<file path="config.mk">
export PLATFORM = sky130hd
export DESIGN_NAME = time_setter
export DESIGN_NICKNAME = d
export VERILOG_FILES = /design/src/rtl/timer_pkg.sv /design/src/rtl/edge_detect.sv /design/src/rtl/time_setter.sv
export SDC_FILE = /design/constraint.sdc
export NUM_CORES = 1
export LEC_CHECK = 0
export BUFFER_PORTS_ARGS = -buffer_cell sky130_fd_sc_hd__buf_2
export CORE_MARGIN = 10
export CORE_UTILIZATION = 45
export DETAILED_ROUTE_END_ITERATION = 6
export PLACE_DENSITY = 0.76
export SYNTH_ARGS = -nofsm -noshare
export SYNTH_HDL_FRONTEND = slang
export SYNTH_SLANG_ARGS = --single-unit
</file>
<file path="constraint.sdc">
create_clock -name clk -period 2.8 [get_ports clk]
set_input_delay 0.42 -clock clk [delete_from_list [all_inputs] [get_ports clk]]
set_output_delay 0.42 -clock clk [all_outputs]
set_load 0.01 [all_outputs]
</file>
<file path="src/rtl/timer_pkg.sv">
// Shared types and constants for the MM:SS time setter.
// Holds the FSM state encoding, per-digit wrap limits and cursor indices.
package timer_pkg;

    typedef enum logic [1:0] {
        ST_EDIT       = 2'd0,
        ST_INC_DELAY  = 2'd1,
        ST_INC_REPEAT = 2'd2,
        ST_RUNNING    = 2'd3
    } state_t;

    localparam logic [3:0] DIGIT_MAX_ONES = 4'd9;
    localparam logic [3:0] DIGIT_MAX_TENS = 4'd5;

    localparam logic [1:0] CUR_SEC_ONES = 2'd0;
    localparam logic [1:0] CUR_SEC_TENS = 2'd1;
    localparam logic [1:0] CUR_MIN_ONES = 2'd2;
    localparam logic [1:0] CUR_MIN_TENS = 2'd3;

    function automatic logic [3:0] digit_max(input logic [1:0] cur);
        return (cur == CUR_SEC_TENS || cur == CUR_MIN_TENS) ? DIGIT_MAX_TENS : DIGIT_MAX_ONES;
    endfunction

    // Out-of-range values (e.g. from an odd DEFAULT_TIME) also wrap to zero.
    function automatic logic [3:0] digit_inc(input logic [3:0] d, input logic [3:0] max);
        return (d >= max) ? 4'd0 : d + 4'd1;
    endfunction

endpackage

</file>
<file path="src/rtl/edge_detect.sv">
// Rising-edge detector on a debounced button level.
// Zero latency (combinational pulse); a level held through reset gives no pulse.
module edge_detect (
    input  logic clk,
    input  logic reset,
    input  logic level,
    output logic pulse
);

    logic prev;

    always_ff @(posedge clk) begin
        if (!reset) begin
            prev <= level;
        end else begin
            prev <= level;
        end
    end

    assign pulse = reset & level & ~prev;

endmodule

</file>
<file path="src/rtl/time_setter.sv">
// MM:SS start-time editor with cursor, auto-repeat increment and one-shot load.
// Outputs registered (one cycle after the triggering edge); no backpressure, busy only gates RUNNING exit.
module time_setter #(
    parameter logic [15:0] DEFAULT_TIME = 16'h0300,
    parameter int          REPEAT_DELAY = 500,
    parameter int          REPEAT_RATE  = 100
) (
    input  logic        clk,
    input  logic        reset,
    input  logic        tick_en,
    input  logic        btn_sel,
    input  logic        btn_inc,
    input  logic        btn_go,
    input  logic        busy,
    output logic [15:0] start_time,
    output logic [1:0]  cursor,
    output logic        load,
    output logic        editing
);

    import timer_pkg::*;

    localparam int CNT_MAX = (REPEAT_DELAY > REPEAT_RATE) ? REPEAT_DELAY : REPEAT_RATE;
    localparam int CNT_W   = $clog2(CNT_MAX + 1);
    localparam logic [CNT_W-1:0] DELAY_LAST = CNT_W'(REPEAT_DELAY - 1);
    localparam logic [CNT_W-1:0] RATE_LAST  = CNT_W'(REPEAT_RATE - 1);

    logic sel_pulse, inc_pulse, go_pulse;

    edge_detect u_sel_edge (.clk(clk), .reset(reset), .level(btn_sel), .pulse(sel_pulse));
    edge_detect u_inc_edge (.clk(clk), .reset(reset), .level(btn_inc), .pulse(inc_pulse));
    edge_detect u_go_edge  (.clk(clk), .reset(reset), .level(btn_go),  .pulse(go_pulse));

    state_t               state_q, state_d;
    logic [3:0][3:0]      digits_q, digits_d;
    logic [1:0]           cursor_q, cursor_d;
    logic [CNT_W-1:0]     cnt_q, cnt_d;
    logic                 armed_q, armed_d;
    logic                 load_q, load_d;
    logic                 bump;

    always_ff @(posedge clk) begin
        if (!reset) begin
            state_q  <= ST_EDIT;
            digits_q <= DEFAULT_TIME;
            cursor_q <= CUR_SEC_ONES;
            cnt_q    <= '0;
            armed_q  <= 1'b0;
            load_q   <= 1'b0;
        end else begin
            state_q  <= state_d;
            digits_q <= digits_d;
            cursor_q <= cursor_d;
            cnt_q    <= cnt_d;
            armed_q  <= armed_d;
            load_q   <= load_d;
        end
    end

    always_comb begin
        state_d  = state_q;
        digits_d = digits_q;
        cursor_d = cursor_q;
        cnt_d    = cnt_q;
        armed_d  = armed_q;
        load_d   = 1'b0;
        bump     = 1'b0;

        case (state_q)
            ST_EDIT: begin
                // A go edge on an all-zero time is treated as if it never happened.
                if (go_pulse && digits_q != '0) begin
                    load_d  = 1'b1;
                    armed_d = 1'b0;
                    state_d = ST_RUNNING;
                end else if (inc_pulse) begin
                    bump    = 1'b1;
                    cnt_d   = '0;
                    state_d = ST_INC_DELAY;
                end else if (sel_pulse) begin
                    cursor_d = cursor_q + 2'd1;
                end
            end
            ST_INC_DELAY: begin
                if (!btn_inc) begin
                    state_d = ST_EDIT;
                end else if (tick_en) begin
                    if (cnt_q == DELAY_LAST) begin
                        bump    = 1'b1;
                        cnt_d   = '0;
                        state_d = ST_INC_REPEAT;
                    end else begin
                        cnt_d = cnt_q + 1'b1;
                    end
                end
            end
            ST_INC_REPEAT: begin
                if (!btn_inc) begin
                    state_d = ST_EDIT;
                end else if (tick_en) begin
                    if (cnt_q == RATE_LAST) begin
                        bump  = 1'b1;
                        cnt_d = '0;
                    end else begin
                        cnt_d = cnt_q + 1'b1;
                    end
                end
            end
            ST_RUNNING: begin
                // Select cancels even if the countdown never raised busy.
                if (sel_pulse) begin
                    armed_d = 1'b0;
                    state_d = ST_EDIT;
                end else if (busy) begin
                    armed_d = 1'b1;
                end else if (armed_q) begin
                    armed_d = 1'b0;
                    state_d = ST_EDIT;
                end
            end
            default: begin
                state_d = ST_EDIT;
            end
        endcase

        if (bump) begin
            digits_d[cursor_q] = digit_inc(digits_q[cursor_q], digit_max(cursor_q));
        end
    end

    assign start_time = digits_q;
    assign cursor     = cursor_q;
    assign load       = load_q;
    assign editing    = (state_q != ST_RUNNING);

endmodule

</file>
# ---- Word level (Yosys, flattened, before mapping)
# Index checks and enable logic that the tools add are counted.
# Widths: inputs -> output; s select.
dict set report op_classes {
  add_sub_neg 3
  magnitude_cmp 3
  eq_ne 21
  mux 40
  bitwise_logic 11
  n_reduce_logical 12
}
# op count
set op_table {}
lappend op_table {{$mux 9} 8}
lappend op_table {{$pmux 9 s3} 1}
lappend op_table {{$mux 2} 9}
lappend op_table {{$ne 2x2->1 const B} 9}
lappend op_table {{$bwmux 16} 1}
lappend op_table {{$mux 4} 4}
lappend op_table {{$reduce_bool 16->1} 1}
lappend op_table {{$ne 3x3->1 const B} 5}
lappend op_table {{$mux 1} 12}
lappend op_table {{$add 9x1->9 const B} 1}
lappend op_table {{$eq 9x7->1 const B} 1}
lappend op_table {{$eq 9x9->1 const B} 1}
lappend op_table {{$bmux 4 s2} 1}
lappend op_table {{$demux 4 s2} 1}
lappend op_table {{$pmux 2 s4} 1}
lappend op_table {{$reduce_and 7->1} 1}
lappend op_table {{$and 1x1->1} 6}
lappend op_table {{$eq 2x2->1 const B} 3}
lappend op_table {{$reduce_and 6->1} 1}
lappend op_table {{$not 1->1} 5}
lappend op_table {{$add 4x1->4 const B} 1}
lappend op_table {{$eq 2x1->1 const B} 2}
lappend op_table {{$ge 4x4->1} 1}
lappend op_table {{$reduce_and 2->1} 2}
lappend op_table {{other kinds (11)} 12}
dict set report totals {
  regBits 34
  inputBits 7
  output_inout_bits 20
  wordCells 102
}

# ---- Longest topological paths before layout
# Gate-level depths: netlist of the first run.
dict set report depth {
  word_depth 6
  mapped_depth 9
  ltp_nobuf 9
}

# ---- By module
# Synthesis of the first run repeated with hierarchy kept, for this count alone.
dict set report unflattened {
  cells_unflattened 225
  area_unflattened_um2 2068.2
}
# mod instances cells_per_inst area_per_inst_um2 seq_area_each_um2
set by_module_without_submodules {}
lappend by_module_without_submodules {time_setter 1 219 1981.9 620.6}
lappend by_module_without_submodules {edge_detect 3 2 28.8 20.0}

# ---- Least setup slack after synthesis of the first run
# OpenSTA, ideal clock, no wires.
dict set report synth_path {
  path_kind {register to register}
  startpoint {register cursor_q[0], in the netlist cursor[0]}
  endpoint {register digits_q, in the netlist start_time[10]}
  setup_ns 0.072
  t_arrival_ns 2.375
  required_ns 2.728
  setup_slack_ns 0.354
  stages_incl_launch_ff 9
  path_buffers 1
  synth_period_minus_slack_ns 2.446
  path_cell_list {dfxtp_1 buf_2 mux4_1 ha_1 nand2b_1 a21o_1 a211oi_1 nand2_1 mux2i_1}
}
dict set report synth_between {
  elab_chain_len 6
  elab_cells_between_ends 15
  classes_between {1 x add/sub; 3 x order compare; 2 x eq/ne; 7 x mux; 2 x reduce/logical}
}
# element line_no
set synth_rtl {}
lappend synth_rtl {{start, declared} time_setter.sv:36} ;# logic [1:0] cursor_q, cursor_d;
lappend synth_rtl {{start signal, assigned} time_setter.sv:53} ;# cursor_q <= cursor_d;
lappend synth_rtl {{$eq 2x1->1 or $eq 2x2->1 (tied branches)} timer_pkg.sv:21} ;# return (cur == CUR_SEC_TENS || cur == CUR_MIN_TENS) ? DIGIT_MAX_TENS : DIGIT_MAX_ONES;
lappend synth_rtl {{$logic_or 1x1->1} timer_pkg.sv:21}
lappend synth_rtl {{$mux 4} timer_pkg.sv:21}
lappend synth_rtl {{$ge 4x4->1} timer_pkg.sv:26} ;# return (d >= max) ? 4'd0 : d + 4'd1;
lappend synth_rtl {{$mux 4} timer_pkg.sv:26}
lappend synth_rtl {{$bwmux 16 *} time_setter.sv:127} ;# digits_d[cursor_q] = digit_inc(digits_q[cursor_q], digit_max(cursor_q));
lappend synth_rtl {{end signal, assigned} time_setter.sv:52} ;# digits_q <= digits_d;
lappend synth_rtl {{end, declared} time_setter.sv:35} ;# logic [3:0][3:0] digits_q, digits_d;
# Every way passes the cells marked *; elsewhere a longest branch is shown, timed or not. The select of a mux whose other input is x is not followed.
# A chain may end at the register's enable or synchronous reset.

# ---- Worst setup path in the final report of the first run
dict set report layout_path {
  startpoint {register cursor_q[0], in the netlist cursor[0]}
  endpoint {register digits_q, in the netlist start_time[2]}
}
# The elaborated chain is that of the path after synthesis.

==> impl_metrics.tcl, run 1 <==
set metrics [dict create \
    crit_start "cursor[0]" \
    htreeDepth 2 \
    antenna_found_initial 0 \
    setup_violations 0 \
    rsz0062_at_grt "false" \
    fillers 401 \
    status "complete, no violations" \
    port-buffer-count 26 \
    core_um2 4380 \
    cts_tree "yes" \
    ios 27 \
    relSlewSlack 0.548 \
    routedWlPerCell_um 16.3 \
    viasPerCell 5.68 \
    arrival_ns 2.60 \
    rows 24 \
    num_vias 1710 \
    hp-start "btn_sel" \
    fmax_mhz 419 \
    finalNonFillerCells 301 \
    clkTransAtPathRegs_ns 0.06 \
    rr_startpoint "cursor[0]" \
    worstSetupEndpointType "flip-flop" \
    drt_iter0_drc 151 \
    grt_pass1_vias 1726 \
    groute.usage.overall 0.137 \
    power.density_nw_per_um2 537 \
    antenna_cells 0 \
    finish.utilization 0.530 \
    die_h_um 87.6 \
    comb_power_share 0.271 \
    multi_input_area_um2 1270 \
    regArea_um2 681 \
    dr.pass1.iters 4 \
    hpwlAfterDp_um 3630 \
    drive_above_1_share 0.233 \
    p_sw_w 0.000413 \
    fin_tns_setup_ns 0 \
    grt.overflow.total 0 \
    numCtsBuffers 5 \
    seq_area_frac_synth 0.331 \
    leakagePower_nw 1.03 \
    power_w 0.00125 \
    cp-start-kind "flip-flop" \
    drv_cap 0 \
    syn_inst 219 \
    final.setup_skew_ns 0.0125 \
    drcViolationCount 0 \
    antenna_left 0 \
    layout_min_cycle_time_ns 2.39 \
    clk_latency_ns 0.29 \
    start_util 0.469 \
    ys_ff_latch 34 \
    clockRootBuffer "clkbuf_8" \
    pwr-share-clk 0.305 \
    cts_resized 0 \
    gp_congestion 0.990 \
    avgSynthCellArea_um2 9.39 \
    hold_viol 0 \
    die_w_um 87.6 \
    post-cts-setup-buffer-count 0 \
    peakVddDrop_mv 0.305 \
    grt_pass1_wl_um 8490 \
    drv_slew 0 \
    synth_fp_nets 241 \
    cts_sinks 34 \
    grt_max_degree 25 \
    post-route-period-util 0.852 \
    path_class "flip-flop to flip-flop" \
    power_frac_seq 0.424 \
    drt_wl_total_um 4910 \
    die_area_um2 7670 \
    syn_area_um2 2060 \
    nets 270 \
    synth_cell_types 45 \
    power.internal_w 0.000835 \
    switching_share 0.331 \
    area_growth_syn_to_layout_pct 13.1 \
    worstPathMaxFanout 4 \
    hp-class "input pin to flip-flop" \
    cts_max_path_buffers 2 \
    ys_warn_count 0 \
    hold_buffers 0 \
    place_inst 293 \
    tightest_slew_ns 0.674 \
    worst_ep_required_time_ns 3.01 \
]
==> worst max-delay path, cell delays in order (launching register included) <==
cell and delay (ns):
dfxtp_1 0.41, mux4_1 0.68, inv_1 0.15, ha_1 0.16, nand2b_1 0.07, a21o_1 0.20, a211oi_1 0.23, buf_4 0.16
nand2_1 0.11, mux2i_1 0.14
==> worst paths after layout <==
path	cells past startpoint	end	slack, ns
worst max register to register	9	start_time[2]	0.41
worst min-delay path	1	u_sel_edge.prev	0.25
worst min register to register	2	start_time[6]	0.50
worst max-delay path	9	start_time[2]	0.41
==> cells in the final DEF, fill, tap and decap left out, types with 6 or more instances in the layout <==
master / n
nand2_1: 28
a311oi_2: 6
nor2_1: 13
nand3_1: 9
xnor2_1: 8
dfxtp_1: 34
clkbuf_8: 6
buf_2: 26
a21oi_1: 9
ha_1: 15
inv_1: 11
mux2i_1: 19
==> Yosys cell counts, drive strengths merged <==
library cell / count / area (µm²)
dfxtp: 34 / 681
nor3b: 2 / 26.3
nand2: 28 / 105
nand4: 4 / 25.0
a311oi: 6 / 90.1
nand4b: 1 / 8.76
nor4: 4 / 25.0
and4b: 1 / 10.0
mux2i: 19 / 190
nor3: 1 / 5.00
a31o: 3 / 26.3
buf: 5 / 40.0
a21o: 1 / 7.51
nor2: 13 / 48.8
xor2: 1 / 8.76
xnor2: 8 / 70.1
nand3: 9 / 45.0
and2: 2 / 12.5
inv: 12 / 45.0
or2: 2 / 12.5
and3: 5 / 31.3
o21ai: 9 / 60.1
a31oi: 3 / 18.8
o2bb2ai: 1 / 8.76
a211oi: 2 / 27.5
a41oi: 1 / 8.76
and4: 2 / 17.5
nand3b: 1 / 7.51
nand2b: 3 / 18.8
a21oi: 9 / 45.0
and4bb: 1 / 12.5
clkbuf: 4 / 15.0
ha: 15 / 188
mux4: 4 / 93.8
o31ai: 1 / 7.51
nor2b: 2 / 12.5
==> power by group through the flow <==
stage               sequential (W)  combinational, W  clock (W)
finish                    0.000529          0.000338   0.000381
detailed placement        0.000539          0.000332          0
floorplan                 0.000537          0.000263          0
global placement          0.000538          0.000328          0
global route              0.000532          0.000376   0.000414
CTS                       0.000528          0.000337   0.000386
==> per-stage QoR <==
| stage | hold WS (ns) | instance area, µm² | setup WS [ns] |
|---|---|---|---|
| 2_1_floorplan | 0.448 | 2060 | 0.354 |
| 3_3_place_gp | 0.480 | 2230 | 0.540 |
| 3_5_place_dp | 0.488 | 2230 | 0.462 |
| 4_1_cts | 0.246 | 2320 | 0.431 |
| 5_1_grt | 0.245 | 2320 | 0.240 |
| 6_report | 0.250 | 2320 | 0.413 |
==> metal layers <==
| layer | global-route usage | vias up | routed length [µm] |
|---|---|---|---|
| met3 | 0.0269 | 9 | 172 |
| met4 | 0.0652 | 0 | 115 |
| met1 | 0.166 | 812 | 2210 |
| met2 | 0.227 | 45 | 2420 |
| li1 | - | 844 | - |
| met5 | 0 | - | 0 |
==> final cells by class <==
type | count | share of cell area
multi-input combinational | 164 | 0.548
clock buffer | 7 | 0.0371
tap | 52 | 0.0280
inverter | 12 | 0.0194
clock inverter | 1 | 0.00215
sequential | 34 | 0.293
timing repair buffer | 31 | 0.0721
==> sequential cells by signal, summed over array words and instances (netlist names) <==
name / flops
u_inc_edge.prev: 1
load: 1
armed_q: 1
start_time: 16
u_go_edge.prev: 1
cursor: 2
u_sel_edge.prev: 1
state_q: 2
cnt_q: 9
==> cells by family after synthesis <==
kind of cell	count (synthesis)	synth area share
AO/OA/AOI/OAI	36	0.146
adder cells (fa/ha/maj)	15	0.0913
AND/OR/NAND/NOR	81	0.206
XOR/XNOR	9	0.0383
flip-flops	34	0.331
multiplexers	23	0.138
buffers and inverters	21	0.0487
(Power assumes the default switching activity.)
==> run 2: changes to the inputs <==
==> constraint.sdc (replaced) <==
create_clock -name clk -period 2.4 [get_ports clk]
set_input_delay 0.36 -clock clk [delete_from_list [all_inputs] [get_ports clk]]
set_output_delay 0.36 -clock clk [all_outputs]
set_load 0.01 [all_outputs]
==> run 2 against run 1 <==
Compared with the run above: setup slack lost 0.26 ns; power up 34%; cell count grew 1.0%; register-to-register slack got worse by 0.26 ns; hold slack got worse by 0.068 ns; global-route usage is 0.40 points lower; critical path type unchanged; largest cell class unchanged.
==> impl_metrics.tcl, run 2 (same netlist as run 1, synthesis figures left out) <==
set metrics [dict create \
    rsz0062_at_grt "false" \
    routedWlPerCell_um 16.2 \
    fin_tns_setup_ns 0 \
    viasPerCell 5.71 \
    tightest_slew_ns 0.616 \
    antenna_cells 0 \
    setup_violations 0 \
    htreeDepth 2 \
    final.setup_skew_ns 0.00587 \
    hold_buffers 0 \
    die_w_um 87.6 \
    largest_reg_flops 16 \
    path_class "flip-flop to flip-flop" \
    antenna_found_initial 0 \
    final_cell_mix "dfxtp_1, nand2_1, buf_2" \
    pwr-share-clk 0.384 \
    numCtsBuffers 5 \
    leakagePower_nw 1.06 \
    worstPathMaxFanout 7 \
    cts_sinks 34 \
    dr.pass1.iters 4 \
    die_h_um 87.6 \
    finish.utilization 0.548 \
    routed-wl-met2_um 2510 \
    grt_max_degree 24 \
    drt_wl_total_um 4910 \
    antenna_left 0 \
    drt_iter0_drc 77 \
    post-cts-setup-buffer-count 0 \
    die_area_um2 7670 \
    hp-class "input pin to flip-flop" \
    cp-start-kind "flip-flop" \
    groute.usage.overall 0.133 \
    num_vias 1735 \
    regArea_um2 682 \
    p_sw_w 0.000500 \
    hpwlAfterDp_um 3730 \
    area_growth_syn_to_layout_pct 16.9 \
    post-route-period-util 0.936 \
    gp_congestion 0.859 \
    worstSetupEndpointType "flip-flop" \
    worst_ep_required_time_ns 2.62 \
    power_frac_seq 0.370 \
    clockRootBuffer "clkbuf_8" \
    relSlewSlack 0.586 \
    hold_viol 0 \
    grt.overflow.total 0 \
    rows 24 \
    nets 273 \
    drive_above_1_share 0.258 \
    port-buffer-count 26 \
    switching_share 0.299 \
    power.density_nw_per_um2 695 \
    drt-met1-wl_um 2190 \
    fmax_mhz 445 \
    power.internal_w 0.00117 \
    cts_tree "yes" \
    layout_min_cycle_time_ns 2.25 \
    ios 27 \
    drcViolationCount 0 \
    multi_input_area_um2 1280 \
    drv_slew 0 \
    arrival_ns 2.46 \
    start_util 0.469 \
    cts_max_path_buffers 2 \
    final_common_cell "dfxtp_1" \
    peakVddDrop_mv 0.391 \
    wl_met3_um 105 \
    clk_latency_ns 0.29 \
    drv_cap 0 \
    status "complete, no violations" \
    clkTransAtPathRegs_ns 0.08 \
    top_layer "met4" \
    grt_pass1_wl_um 8350 \
    comb_power_share 0.246 \
    core_um2 4380 \
    grt_pass1_vias 1763 \
    fillers 390 \
]
==> run 2: layer usage <==
layer | GRT usage | vias to the layer above
li1 | - | 847
met1 | 0.154 | 843
met2 | 0.227 | 33
met3 | 0.0316 | 12
met4 | 0.0594 | 0
met5 | 0 | -
==> run 2: final cells by class <==
class / count / share of cell area
clock buffer: 5 / 0.0286
clock inverter: 3 / 0.0286
inverter: 12 / 0.0187
multi-input combinational: 164 / 0.534
sequential: 34 / 0.284
tap: 52 / 0.0271
timing repair buffer: 34 / 0.0791
==> run 2: stage by stage <==
step	cells	hold WS (ns)	worst slack [ns]	instance area (µm²)	total power, W
after detailed placement	296	0.480	0.0901	2260	0.00103
after CTS	304	0.177	0.0745	2400	0.00167
final	304	0.182	0.155	2400	0.00167
after global routing	304	0.176	0.00881	2400	0.00175
after floorplan	219	0.388	0.0605	2060	0.000935
after global placement	296	0.476	0.155	2260	0.00102
==> run 2: worst max-delay path, stage by stage, from the launching register on <==
cell and delay, ns:
dfxtp_1 0.35, buf_4 0.19, ha_1 0.21, or2_2 0.31
inv_1 0.06, ha_1 0.21, a21o_1 0.20, a211oi_4 0.31
nand2_1 0.17, mux2i_1 0.17
==> run 2: final timing paths <==
path | endpoint | slack (ns) | cells past startpoint | from
worst max-delay path | start_time[2] | 0.15 | 9 | cursor[0]
worst min register to register | start_time[6] | 0.51 | 2 | start_time[6]
worst max register to register | start_time[2] | 0.15 | 9 | cursor[0]
worst min-delay path | u_go_edge.prev | 0.18 | 1 | btn_go
==> run 2: what timing repair did <==
item | in CTS | in global routing
hold endpoints to repair | 0 | 0
resized for setup | 0 | 3
setup endpoints to repair | 0 | 14
==> run 2: power groups by stage <==
stage / registers (W) / logic [W] / clock network (W)
6_report: 0.000617 / 0.000411 / 0.000642
4_1_cts: 0.000616 / 0.000404 / 0.000652
3_3_place_gp: 0.000627 / 0.000396 / 0
2_1_floorplan: 0.000626 / 0.000309 / 0
3_5_place_dp: 0.000629 / 0.000402 / 0
5_1_grt: 0.000623 / 0.000454 / 0.000673
